--- src/rtl/sipo_pkg.sv ---
`default_nettype none
// ============================================================================
// Module   : sipo_pkg
// Purpose  : Shared definitions for the sipo serial receiver. The FSM state
//            encoding is one-hot so it lines up with the upstream piso
//            serializer's state style.
// Revision : 1.0 - initial release
// ============================================================================
package sipo_pkg;

  typedef enum logic [2:0] {
    S_IDLE  = 3'b001,
    S_SHIFT = 3'b010,
    S_STALL = 3'b100
  } state_t;

endpackage : sipo_pkg
`default_nettype wire

--- src/rtl/sipo_sync_fifo.sv ---
`default_nettype none
// ============================================================================
// Module   : sync_fifo
// Purpose  : Single-clock circular-buffer FIFO with first-word fall-through
//            read data. The pointers carry one extra wrap bit so that the full
//            and empty states can be told apart.
// Ports    : i_clk       clock
//            i_rst_n     asynchronous active-low reset
//            i_push      write request (ignored when full unless popping)
//            i_push_data write data
//            i_pop       read request (ignored when empty)
//            o_data      word at the head of the FIFO
//            o_full      FIFO holds DEPTH words
//            o_empty     FIFO holds no words
//            o_count     current occupancy, 0..DEPTH
// Revision : 1.0 - initial release
// ============================================================================
module sync_fifo #(
  parameter int WIDTH = 8,
  parameter int DEPTH = 4
) (
  input  logic                     i_clk,
  input  logic                     i_rst_n,
  input  logic                     i_push,
  input  logic [WIDTH-1:0]         i_push_data,
  input  logic                     i_pop,
  output logic [WIDTH-1:0]         o_data,
  output logic                     o_full,
  output logic                     o_empty,
  output logic [$clog2(DEPTH):0]   o_count
);

  localparam int AW = $clog2(DEPTH);

  logic [WIDTH-1:0] r_mem [DEPTH];
  logic [AW:0]      r_wr_ptr;
  logic [AW:0]      r_rd_ptr;
  logic             w_pop;
  logic             w_push;

  assign o_empty = (r_wr_ptr == r_rd_ptr);
  assign o_full  = (r_wr_ptr[AW] != r_rd_ptr[AW]) &&
                   (r_wr_ptr[AW-1:0] == r_rd_ptr[AW-1:0]);
  assign o_count = r_wr_ptr - r_rd_ptr;
  assign o_data  = r_mem[r_rd_ptr[AW-1:0]];

  // A push into a full FIFO is legal when the head leaves on the same edge.
  assign w_pop  = i_pop && !o_empty;
  assign w_push = i_push && (!o_full || w_pop);

  always_ff @(posedge i_clk or negedge i_rst_n) begin
    if (!i_rst_n) begin
      r_wr_ptr <= '0;
      r_rd_ptr <= '0;
      for (int i = 0; i < DEPTH; i++) begin
        r_mem[i] <= '0;
      end
    end else begin
      if (w_push) begin
        r_mem[r_wr_ptr[AW-1:0]] <= i_push_data;
        r_wr_ptr                <= r_wr_ptr + 1'b1;
      end
      if (w_pop) begin
        r_rd_ptr <= r_rd_ptr + 1'b1;
      end
    end
  end

endmodule : sync_fifo
`default_nettype wire

--- src/rtl/sipo.sv ---
`default_nettype none
// ============================================================================
// Module   : sipo
// Purpose  : Serial-in, parallel-out receiver. Accepts one bit per cycle over
//            a valid/ready handshake, assembles WIDTH-bit words and buffers
//            them in a small FIFO for a parallel valid/ready consumer. When
//            the FIFO cannot take a completed word it is parked in a hold
//            register and the serial side is stalled via ready_o.
// Ports    : sclk_i   serial clock (only clock of the block)
//            rst_n_i  asynchronous active-low reset
//            data_i   serial data bit
//            valid_i  serial bit valid
//            ready_o  block can accept a serial bit
//            data_o   parallel word at FIFO head
//            valid_o  FIFO non-empty
//            ready_i  consumer accepts the word
//            fill_o   FIFO occupancy
// Revision : 1.0 - initial release
// ============================================================================
module sipo
  import sipo_pkg::*;
#(
  parameter int WIDTH     = 8,
  parameter int DEPTH     = 4,
  parameter bit MSB_FIRST = 1'b1
) (
  input  logic                    sclk_i,
  input  logic                    rst_n_i,
  input  logic                    data_i,
  input  logic                    valid_i,
  output logic                    ready_o,
  output logic [WIDTH-1:0]        data_o,
  output logic                    valid_o,
  input  logic                    ready_i,
  output logic [$clog2(DEPTH):0]  fill_o
);

  localparam int CNT_W = (WIDTH > 1) ? $clog2(WIDTH) : 1;
  localparam logic [CNT_W-1:0] C_LAST = CNT_W'(WIDTH - 1);

  state_t             r_state;
  state_t             w_state_next;
  logic [CNT_W-1:0]   r_bit_cnt;
  logic [WIDTH-1:0]   r_sh;
  logic [WIDTH-1:0]   r_hold;
  logic [WIDTH-1:0]   w_sh_next;
  logic [WIDTH-1:0]   w_push_data;
  logic               w_accept;
  logic               w_last;
  logic               w_space;
  logic               w_push;
  logic               w_hold_load;
  logic               w_fifo_full;
  logic               w_fifo_empty;
  logic               w_pop;

  // Decode of the state register only; nothing from ready_i reaches here.
  assign ready_o  = (r_state != S_STALL);
  assign w_accept = valid_i && ready_o;
  assign w_last   = w_accept && (r_bit_cnt == C_LAST);
  assign w_pop    = ready_i && !w_fifo_empty;
  // A pop on the same edge frees a slot even when the FIFO is full.
  assign w_space  = !w_fifo_full || w_pop;
  assign valid_o  = !w_fifo_empty;

  generate
    if (MSB_FIRST) begin : g_msb_first
      assign w_sh_next = {r_sh[WIDTH-2:0], data_i};
    end else begin : g_lsb_first
      assign w_sh_next = {data_i, r_sh[WIDTH-1:1]};
    end
  endgenerate

  // ---------------------------------------------------------------------------
  // FSM: state register
  // ---------------------------------------------------------------------------
  always_ff @(posedge sclk_i or negedge rst_n_i) begin
    if (!rst_n_i) begin
      r_state <= S_IDLE;
    end else begin
      r_state <= w_state_next;
    end
  end

  // ---------------------------------------------------------------------------
  // FSM: next state and push control
  // ---------------------------------------------------------------------------
  always_comb begin
    w_state_next = r_state;
    w_push       = 1'b0;
    w_push_data  = w_sh_next;
    w_hold_load  = 1'b0;
    case (r_state)
      S_IDLE, S_SHIFT: begin
        if (w_accept) begin
          if (w_last) begin
            if (w_space) begin
              w_push       = 1'b1;
              w_state_next = S_IDLE;
            end else begin
              w_hold_load  = 1'b1;
              w_state_next = S_STALL;
            end
          end else begin
            w_state_next = S_SHIFT;
          end
        end
      end
      S_STALL: begin
        if (w_space) begin
          w_push       = 1'b1;
          w_push_data  = r_hold;
          w_state_next = S_IDLE;
        end
      end
      default: begin
        w_state_next = S_IDLE;
      end
    endcase
  end

  // ---------------------------------------------------------------------------
  // Bit counter, shift register and hold register
  // ---------------------------------------------------------------------------
  always_ff @(posedge sclk_i or negedge rst_n_i) begin
    if (!rst_n_i) begin
      r_bit_cnt <= '0;
      r_sh      <= '0;
      r_hold    <= '0;
    end else begin
      if (w_accept) begin
        r_sh      <= w_sh_next;
        r_bit_cnt <= w_last ? '0 : r_bit_cnt + 1'b1;
      end
      if (w_hold_load) begin
        r_hold <= w_sh_next;
      end
    end
  end

  // ---------------------------------------------------------------------------
  // Output FIFO
  // ---------------------------------------------------------------------------
  sync_fifo #(
    .WIDTH (WIDTH),
    .DEPTH (DEPTH)
  ) u_fifo (
    .i_clk       (sclk_i),
    .i_rst_n     (rst_n_i),
    .i_push      (w_push),
    .i_push_data (w_push_data),
    .i_pop       (w_pop),
    .o_data      (data_o),
    .o_full      (w_fifo_full),
    .o_empty     (w_fifo_empty),
    .o_count     (fill_o)
  );

endmodule : sipo
`default_nettype wire

--- config.mk ---
export PLATFORM = sky130hd
export DESIGN_NAME = sipo
export DESIGN_NICKNAME = d
export VERILOG_FILES = /design/src/rtl/sipo_pkg.sv /design/src/rtl/sipo_sync_fifo.sv /design/src/rtl/sipo.sv
export SDC_FILE = /design/constraint.sdc
export NUM_CORES = 1
export LEC_CHECK = 0
export BUFFER_PORTS_ARGS = -buffer_cell sky130_fd_sc_hd__buf_4
export CAP_MARGIN = 20
export CORE_MARGIN = 1.5
export CORE_UTILIZATION = 31
export CTS_CLUSTER_SIZE = 16
export DETAILED_ROUTE_END_ITERATION = 10
export SETUP_SLACK_MARGIN = 0.02
export SLEW_MARGIN = 20
export SYNTH_ARGS = -nofsm -noshare
export SYNTH_HDL_FRONTEND = slang
export SYNTH_SLANG_ARGS = --single-unit
--- constraint.sdc ---
create_clock -name sclk_i -period 2.6 [get_ports sclk_i]
set_input_delay 0.13 -clock sclk_i [delete_from_list [all_inputs] [get_ports sclk_i]]
set_output_delay 0.13 -clock sclk_i [all_outputs]
set_load 0.02 [all_outputs]
Word level (Yosys, flattened, before mapping) --
Cells that the tools add are included.
Cells by class: reduce and logical (&&, ||, !) cells 13, multiplexer cells 22, eq/ne operators 10, $add $sub $neg 4, bitwise operators 2, $lt $le $gt $ge 3
Operator list (number):
- $mux W8 | 5
- $bwmux W32 | 1
- $bmux W8 S2 | 1
- $demux W8 S2 | 1
- $mux W3 | 5
- $add A3 B1 Y3 const B | 3
- $logic_and A1 B1 Y1 | 7
- $mux W1 | 7
- $eq A3 B3 Y1 const B | 2
- $ge A3 B3 Y1 const B | 2
- $not A2 Y3 | 2
- $pmux W3 S2 | 1
- $ne A2 B2 Y1 const B | 2
- $eq A3 B1 Y1 const B | 1
- $eq A3 B2 Y1 const B | 1
- $eq A3 B3 Y1 | 1
- $lt A3 B1 Y1 const B | 1
- $ne A3 B3 Y1 const B | 1
- $sub A3 B3 Y3 | 1
- $eq A2 B2 Y1 | 1
- $logic_not A1 Y1 | 2
- $logic_or A1 B1 Y1 | 2
- $pmux W1 S2 | 1
- $reduce_and A2 Y1 | 1
- 2 further kinds | 2
Word-level totals: logic and storage cells 64, bits in registers 59, output and inout port bits 13, input port bits 5

Depth between registers and ports, before layout --
depth in word-level cells 9, gate-level depth with buffers 9, mapped depth without buffers 6

Hierarchy --
Synthesis repeated with hierarchy kept, for this count alone.
Unflattened totals: cell total of the unflattened synthesis 200, area total of the unflattened synthesis 2869.0 um^2
Modules (own cells, without submodules):
- sync_fifo | cells each 124, area each 1843.0 um^2, times used 1
- sipo | cells each 76, area each 1026.0 um^2, times used 1

Worst setup path before layout --
OpenSTA, ideal clock, no wires.
path kind register to register, from reg u_fifo.r_rd_ptr[1], to reg r_hold[0], period minus slack after synthesis 2514 ps, path slack 86 ps, cell stages (with the launch flop) 10, arrival time 2389 ps, path through dfrtp_1 > clkbuf_1 > inv_1 > ha_1 > nand2_1 > or3_1 > buf_2 > or4_4 > buf_6 > mux2_4
On the way: longest elaborated chain between the ends 8
Ends and longest elaborated chain:
- from (decl) | RTL line sipo_sync_fifo.sv:37 | logic [AW:0] r_rd_ptr;
- from (signal assigned) | RTL line sipo_sync_fifo.sv:64 | r_rd_ptr <= r_rd_ptr + 1'b1;
- $eq A3 B3 Y1 / $eq A2 B2 Y1 (equally long branches) | RTL line sipo_sync_fifo.sv:41, sipo_sync_fifo.sv:43
- $logic_not A1 Y1 / $logic_and A1 B1 Y1 (equally long branches) | RTL line sipo.sv:61, sipo_sync_fifo.sv:42
- $logic_and A1 B1 Y1 / $logic_not A1 Y1 (equally long branches) | RTL line sipo.sv:61, sipo.sv:63
- $logic_or A1 B1 Y1 * | RTL line sipo.sv:63 | assign w_space = !w_fifo_full || w_pop;
- $mux W1 * | RTL line sipo.sv:97 | if (w_space) begin
- $mux W1 * | RTL line sipo.sv:96 | if (w_last) begin
- $mux W1 * | RTL line sipo.sv:95 | if (w_accept) begin
- $mux W1 * | RTL line sipo.sv:93 | case (r_state)
- to (signal assigned) | RTL line sipo.sv:136 | r_hold <= w_sh_next;
- to (decl) | RTL line sipo.sv:45 | logic [WIDTH-1:0] r_hold;
Every way passes the cells marked *; elsewhere a longest branch is shown, timed or not. A chain may end at the register's enable or synchronous reset.

Final worst setup path --
from reg u_fifo.r_wr_ptr[0], to reg r_hold[4]
On the way: longest elaborated chain between the ends 8
Ends and longest elaborated chain:
- from (decl) | RTL line sipo_sync_fifo.sv:36 | logic [AW:0] r_wr_ptr;
- from (signal assigned) | RTL line sipo_sync_fifo.sv:61 | r_wr_ptr <= r_wr_ptr + 1'b1;
- $eq A3 B3 Y1 / $eq A2 B2 Y1 (equally long branches) | RTL line sipo_sync_fifo.sv:41, sipo_sync_fifo.sv:43
- $logic_not A1 Y1 / $logic_and A1 B1 Y1 (equally long branches) | RTL line sipo.sv:61, sipo_sync_fifo.sv:42
- $logic_and A1 B1 Y1 / $logic_not A1 Y1 (equally long branches) | RTL line sipo.sv:61, sipo.sv:63
- $logic_or A1 B1 Y1 * | RTL line sipo.sv:63
- $mux W1 * | RTL line sipo.sv:97
- $mux W1 * | RTL line sipo.sv:96
- $mux W1 * | RTL line sipo.sv:95
- $mux W1 * | RTL line sipo.sv:93
Marks and branches as above.

==> metrics <==
Static Leak around 1.6 nW; number of nets with antenna violations after routing 0; RSZ-0062 raised after global routing no; delay of the slowest cell on the worst path 550 ps; DRT Pass-1 Iters 4; Post-layout nets 228; area grow syn2layout 16.5%; IO buf count 17; CTS tree done; hold buffers post-CTS 1; Final HPWL DP ~3200 um; synthesized area 2800 um2; # fillers between 800 and 900; commonest non-fill, non-tap cell in the layout dfrtp_1; max cap viols 0; critical path required time roughly 2800 ps; Post-Route WL 4920 um; fin. max-slew vios 0; fin crit share 0.845; largest net degree at the start of global routing 60; CP bufs+invs 1; WL met1 about 2300 um; Fmax 455 MHz; worst rel slew slack 0.506; # IOs 18; CTS sink count 59; Worst Max-Slew Pin Slew 740 ps; syn_area_per_cell 14.8 um2; global-route wire length before repair 8180 um; H-tree levels 3; vias in the first global route 1589; die area 9600 um2; post-DR wirelength/cell 15.1 um; Final min period 2200 ps; CP delay by family, top simple AND/OR/NAND/NOR gates; Placer Congestion a little over 0.7; Total Neg Setup Slack 0 ps; Hold Vio Cnt, Final 0; PnR worst setup slack ~400 ps; YS warnings 0; maximum clock path buffer count 2; share of layout cells above drive strength 1 0.486; Final Skew ~7.9 ps; WP depth 6; clock slew at reported path FFs 70 ps; Iteration-0 DRC Markers 47; die extent in x 98.0 um; endpoints failing setup 0; row count 34; grt ovf 0; R2R depth 6; post_cts resized 0; DRC 0; Die Ht 98.0 um; routed length on met3 approximately 170 um; core footprint 8720 um2; synth unique cells 31; CP max FO 8; via count about 1500; worst hold stages 2; initial antenna violation count 0; hold_ws 41.1 ps; vias per inst 4.61; CTS Buf Count 9; register area share after synthesis 0.528; PD cells 1030 nW/um2; pre-CTS setup slack roughly 370 ps; Setup CP Type reg -> reg; outcome finished, final reports clean; CP startpoint kind flip-flop; Clk Latency, worst-skew pair 340 ps; CP max-delay cell or4_4; Yosys reg bits 59; total track usage 0.113; syn_nets 204; postcts setup bufs 0; crit path cell chain inv_1 > ha_1 > nand2_1 > or3_1 > or4_4 > mux2_4; Mapped Cells 189; CP endpoint kind flip-flop; Top Metal Used met4; CP arrival 2420 ps; Synth area leader dfrtp_1; Initial Utilization 0.321; Max VDD drop 0.334 mV; antenna cells 0; synth top area cells dfrtp_1 (52%), mux2_2 (20%), mux4_2 (6.4%); Pwr Total 0.00336 W; Hold Crit Class in -> reg; Synth top area share 0.519; CTS Root Cell clkbuf_8; DR WL met2 ~2400 um; commonest non-fill, non-tap cells in the layout dfrtp_1 (58), mux2_2 (49), buf_4 (22)
[metal layers]
metal | up-vias | GRT usage
li1 | 719 | -
met1 | 760 | 0.139
met2 | 16 | 0.177
met3 | 7 | 0.0444
met4 | 0 | 0.0462
met5 | - | 0
[state kept, by name, summed over array words and instances, names as in the netlist]
register         count
r_state              3
u_fifo.r_rd_ptr      3
r_sh                 7
r_hold               8
r_bit_cnt            3
u_fifo.r_wr_ptr      3
u_fifo.r_mem        32
[path summary, 6_finish.rpt]
| kind | slack [ps] | endpoint | from |
|---|---|---|---|
| max | 400 | r_hold[4] | u_fifo.r_wr_ptr[0] |
| min | 40 | r_hold[0] | data_i |
| max in group asynchronous | 1710 | u_fifo.r_mem[24] | rst_n_i |
| max reg2reg | 400 | r_hold[4] | u_fifo.r_wr_ptr[0] |
| min in group asynchronous | 400 | r_sh[5] | rst_n_i |
| min reg2reg | 490 | r_bit_cnt[2] | r_bit_cnt[2] |
[through the flow]
step           area [um2]  cells   util
3_5_place_dp         3050    309  0.349
4_1_cts              3260    326  0.374
6_report             3260    326  0.374
2_1_floorplan        2800    189      -
3_3_place_gp         3050    309  0.349
5_1_grt              3260    326  0.374
[area by class of cell]
cell class,instances,area [um2],area share
Timing Repair Buffer,23,175,0.0538
Clock buffer,10,138,0.0422
Clock inverter,6,65.1,0.0200
Sequential cell,59,1480,0.454
Inverter,5,18.8,0.00576
Tap cell,108,135,0.0415
Multi-Input combinational cell,115,1250,0.383
[logic make-up (layout without fill, tap and decap cells)]
logic type / Yosys count / after routing / synth area share
buf+inv: 15 / 44 / 0.0251
xor+xnor: 7 / 7 / 0.0219
mux: 65 / 65 / 0.305
simple gates: 27 / 27 / 0.0573
flops: 59 / 59 / 0.528
fa+ha+maj: 10 / 10 / 0.0474
compound gates: 6 / 6 / 0.0152
[power breakdown]
part	internal, W	leakage [nW]	switching (W)	total [W]
Sequential	0.00116	0.782	0.000151	0.00131
Combinational	0.000621	0.698	0.000583	0.00120
Clock	0.000466	0.0905	0.000380	0.000846
Total	0.00224	1.57	0.00111	0.00336
[cells in the mapped netlist, drive strengths merged]
master	number
a211oi	1
a21o	1
and2	1
and3b	4
buf	7
clkbuf	3
dfrtp	58
dfstp	1
fa	1
ha	9
inv	5
mux2	57
mux4	8
nand2	6
nand2b	3
nand3	2
nand3b	1
nor2	3
nor3	3
o21ai	2
o22a	1
o31a	1
or2b	1
or3	1
or3b	1
or4	1
xnor2	6
xor2	1
No activity file was read; power rests on OpenSTA's default activity.
